## src/rtl/ram_1p_host_arb.sv

```systemverilog
// Two-host round-robin arbiter in front of a single-port 32-bit RAM with a fixed one-cycle
// response. Define RAM_ARB_RANGE_CHK_EN to answer out-of-window accesses with an error.
module ram_1p_host_arb #(
  parameter int unsigned Depth    = 128,
  parameter logic [31:0] BaseAddr = 32'h0
) (
  input  logic        clk_i,
  input  logic        rst_i,
  input  logic [1:0]  host_req_i,
  output logic [1:0]  host_gnt_o,
  input  logic [1:0]  host_we_i,
  input  logic [7:0]  host_be_i,
  input  logic [63:0] host_addr_i,
  input  logic [63:0] host_wdata_i,
  output logic [1:0]  host_rvalid_o,
  output logic [31:0] host_rdata_o,
  output logic [1:0]  host_err_o,
  output logic        ram_req_o,
  output logic        ram_we_o,
  output logic [3:0]  ram_be_o,
  output logic [31:0] ram_addr_o,
  output logic [31:0] ram_wdata_o,
  input  logic        ram_rvalid_i,
  input  logic [31:0] ram_rdata_i
);

  localparam logic [31:0] WinBytes = 32'(Depth * 4);

  if ((BaseAddr % WinBytes) != 0) begin : g_base_misaligned
    $error("BaseAddr must be aligned to Depth*4");
  end

  logic last_q, last_d;
  logic pend_q, pend_d;
  logic own_q, own_d;
  logic err_q, err_d;

  logic        any_req;
  logic        win;
  logic        acc_err;
  logic        rsp_vld;
  logic [31:0] win_addr;
  logic [31:0] win_off;

  // NOTE: every signal gets a default at the top of always_comb so no path infers a latch.
  always_comb begin
    win = 1'b0;
    case (host_req_i)
      2'b10:   win = 1'b1;
      2'b11:   win = ~last_q;
      default: win = 1'b0;
    endcase
    // Grants are held off during reset so the RAM never sees a request while state clears.
    any_req  = (|host_req_i) && !rst_i;
    win_addr = win ? host_addr_i[63:32] : host_addr_i[31:0];
    win_off  = win_addr - BaseAddr;
`ifdef RAM_ARB_RANGE_CHK_EN
    acc_err  = (win_off >= WinBytes);
`else
    acc_err  = 1'b0;
`endif
    last_d = any_req ? win : last_q;
    pend_d = any_req;
    own_d  = win;
    err_d  = any_req && acc_err;
  end

  assign host_gnt_o  = any_req ? (win ? 2'b10 : 2'b01) : 2'b00;
  assign ram_req_o   = any_req && !acc_err;
  assign ram_we_o    = win ? host_we_i[1] : host_we_i[0];
  assign ram_be_o    = win ? host_be_i[7:4] : host_be_i[3:0];
  assign ram_addr_o  = win_off;
  assign ram_wdata_o = win ? host_wdata_i[63:32] : host_wdata_i[31:0];

  // NOTE: sequential state uses non-blocking assignments so all registers see pre-edge values.
  always_ff @(posedge clk_i) begin
    if (rst_i) begin
      last_q <= 1'b1;
      pend_q <= 1'b0;
      own_q  <= 1'b0;
      err_q  <= 1'b0;
    end else begin
      last_q <= last_d;
      pend_q <= pend_d;
      own_q  <= own_d;
      err_q  <= err_d;
    end
  end

  // A response in flight when reset rises is dropped in that same cycle.
  assign rsp_vld       = pend_q && !rst_i;
  assign host_rvalid_o = rsp_vld ? (own_q ? 2'b10 : 2'b01) : 2'b00;
  assign host_err_o    = (rsp_vld && err_q) ? (own_q ? 2'b10 : 2'b01) : 2'b00;
  assign host_rdata_o  = (rsp_vld && !err_q) ? ram_rdata_i : 32'h0;

  a_no_stray_ack: assert property (@(posedge clk_i) disable iff (rst_i)
    ram_rvalid_i |-> pend_q);
  a_ack_on_time: assert property (@(posedge clk_i) disable iff (rst_i)
    (pend_q && !err_q) |-> ram_rvalid_i);

endmodule

```

## config.mk

```make
export PLATFORM = sky130hd
export DESIGN_NAME = ram_1p_host_arb
export DESIGN_NICKNAME = d
export VERILOG_FILES = /design/src/rtl/ram_1p_host_arb.sv
export SDC_FILE = /design/constraint.sdc
export NUM_CORES = 1
export LEC_CHECK = 0
export CAP_MARGIN = 25
export CORE_AREA = 5 5 106 108
export DETAILED_ROUTE_END_ITERATION = 16
export DIE_AREA = 0 0 111 113
export GPL_TIMING_DRIVEN = 0
export PLACE_DENSITY = 0.6
export SETUP_SLACK_MARGIN = 0.1
export SKIP_LAST_GASP = 1
export SLEW_MARGIN = 20
export SYNTH_ARGS = -nofsm -noshare
export SYNTH_HDL_FRONTEND = slang
export SYNTH_SLANG_ARGS = --single-unit
```

## constraint.sdc

```tcl
create_clock -name clk_i -period 2 [get_ports clk_i]
set_input_delay 0.2 -clock clk_i [delete_from_list [all_inputs] [get_ports clk_i]]
set_output_delay 0.2 -clock clk_i [all_outputs]
set_load 0.05 [all_outputs]
```

==> out/metrics.cfg <==
[logic_synthesis]
syn_area_per_cell_um2=9.40
yosysWarnings=0
synthTopCellsByArea=mux2_2 58%, and2_1 17%, mux2_1 5.5%
syn_area_mm2=0.00123
netlist_instances=131
yosys.area.top_type=mux2_2
yosysSeqAreaShare=0.0488
ys_types=15
netlist.area_leader.share=0.576
synth-seq-cells=3

[worst_setup_path]
crit_end=ram_wdata_o[27]
crit_path_end_kind=output port
path_max_fanout=10
cp-startpoint=last_q
rr_startpoint=last_q
start_kind=flip-flop
r2r_cells=4
crit_type=reg -> out
ff2ff_setup_slack_ns=0.97
cp.arrival_ns=1.63
cp_data_required_time_ns=1.80
reg2reg_to=own_q

[placement]
gp_congestion=0.811
port_buffers=279
dp.final_hpwl_um=8100

[finish]
layout_common_cells=171 x clkdlybuf4s50_1, 62 x mux2_2, 62 x buf_2
nNetsFinal=593
final_layout_size_suffix_gt1_frac=0.439
areaGrowthSynthToFinish_pct=226
fillCellCount=1042
n_antenna_cell=0
layout_commonest_cell=clkdlybuf4s50_1

[cts]
clkSlewWorstSetupHoldPaths_ns=0.03
cts_tree=built
cts_max_level=1
clkLatencyLatePin_ns=0.21
postCtsHoldBufs=0
clockBufferDepth=2
numCtsBuffers=3
cts_root_buf=clkbuf_8
clock_sinks=3

[detailed_routing]
drcViolationCount=0
highest_layer=met4
viasPerCell=3.75
drtIter0Drc=40
wl_per_cell_um=16.2
dr_wl_met3_um=937
drt-met1-wl_um=3150
first_pass_iters=3
ant_nets=0
met2_length_um=4830
drt_wl_total_um=8960
detailroute.via_count=2076

[die]
coreArea_mm2=0.0101
initial_core_util=0.121
row_count=37
num_io_pins=283
die_h_um=113
die_x_um=111
dieArea_mm2=0.0125

[sta]
hold_viol_final=0
max_freq_ghz=0.545
fin_crit_sh=0.917
slew_headroom=0.659
drv_slew=0
setup_viol=0
rsz0062_at_grt=yes
period_minus_slack_ns=1.83
hold_slack_ns=0.409
tightest_slew_ns=0.513
tns_ns=0
skew_ns=0.0000695

[power]
leakage_nw=1.67
max-vdd-ir-drop_mv=0.160
pwr_density_cell_mw_per_mm2=392

[global_route]
grt_overflow=0
grt_use_total=0.133
grt_pass1_wl_um=13300
antenna_found_initial=0
grt_pass1_vias=2339
grt_max_degree=11

[run_status]
status=finished, final reports clean

[job]
cap_violations=0

[min_path]
hp-class=in -> reg

## cell type report
| cell class | count | area, um^2 | area share |
|---|---|---|---|
| Buffer | 12 | 118 | 0.0293 |
| Clock buffer | 4 | 45.0 | 0.0112 |
| Multi-Input combinational cell | 117 | 1090 | 0.271 |
| Sequential cell | 3 | 60.1 | 0.0150 |
| Tap cell | 136 | 170 | 0.0424 |
| Timing Repair Buffer | 281 | 2530 | 0.631 |
## per-stage QoR
step | cells | area [um^2] | utilization | total power, mW | setup WS, ns
final | 553 | 4010 | 0.396 | 1.57 | 0.167
after global routing | 553 | 4010 | 0.396 | 1.64 | 0.0862
after CTS | 553 | 4000 | 0.394 | 1.59 | 0.130
after detailed placement | 547 | 4200 | 0.414 | 1.50 | -0.750
after global placement | 547 | 4200 | 0.414 | 1.49 | -0.745
after floorplan | 132 | 1230 | - | 0.847 | 0.211
## Yosys cell counts, drive strengths merged
cell type,number
or2,1
and2,33
nor2,3
nor3b,1
conb,1
nand2,1
buf,9
dfxtp,3
a21o,1
clkbuf,3
mux2,69
a21boi,1
nor2b,5
## routing by layer
metal | track usage | up-vias
met5 | 0 | -
li1 | - | 1023
met3 | 0.0524 | 4
met4 | 0.0131 | 0
met2 | 0.267 | 150
met1 | 0.134 | 899
## how the worst min path moves through the flow
stage                        end  depth (start not counted)           from  slack, ns
after global routing      pend_q                          3  host_req_i[1]       0.46
after global placement    last_q                          2         last_q       0.52
after detailed placement  last_q                          2         last_q       0.53
after CTS                 pend_q                          3  host_req_i[1]       0.42
after floorplan            own_q                          1          rst_i       0.27
final                     pend_q                          3  host_req_i[1]       0.41
## sequential cells by signal, indices dropped and copies added (netlist names)
| register | flops |
|---|---|
| last_q | 1 |
| pend_q | 1 |
| own_q | 1 |
## power breakdown
group / switching, mW / leakage (nW) / internal [mW] / total [mW]
logic: 0.746 / 1.62 / 0.579 / 1.33
registers: 0.00288 / 0.0250 / 0.0641 / 0.0670
clock network: 0.0429 / 0.0228 / 0.136 / 0.179
## critical path, cell delays in order, from the launching register on
cell      delay (ns)
dfxtp_1         0.34
a21boi_4        0.21
buf_6           0.15
buf_6           0.14
mux2_2          0.35
clkbuf_4        0.22
## what timing repair did
item	4_1_cts	5_1_grt
pin swaps	0	1
gates cloned	0	0
setup endpoints to repair	106	28
resized for setup	462	6
setup buffers	2	0
## logic make-up after synthesis
family	Yosys count	synth area share
AO/OA/AOI/OAI	2	0.0213
flip-flops	3	0.0488
buffers and inverters	12	0.0793
multiplexers	69	0.631
other	1	0.00305
AND/OR/NAND/NOR	44	0.216
(Power assumes the default switching activity.)
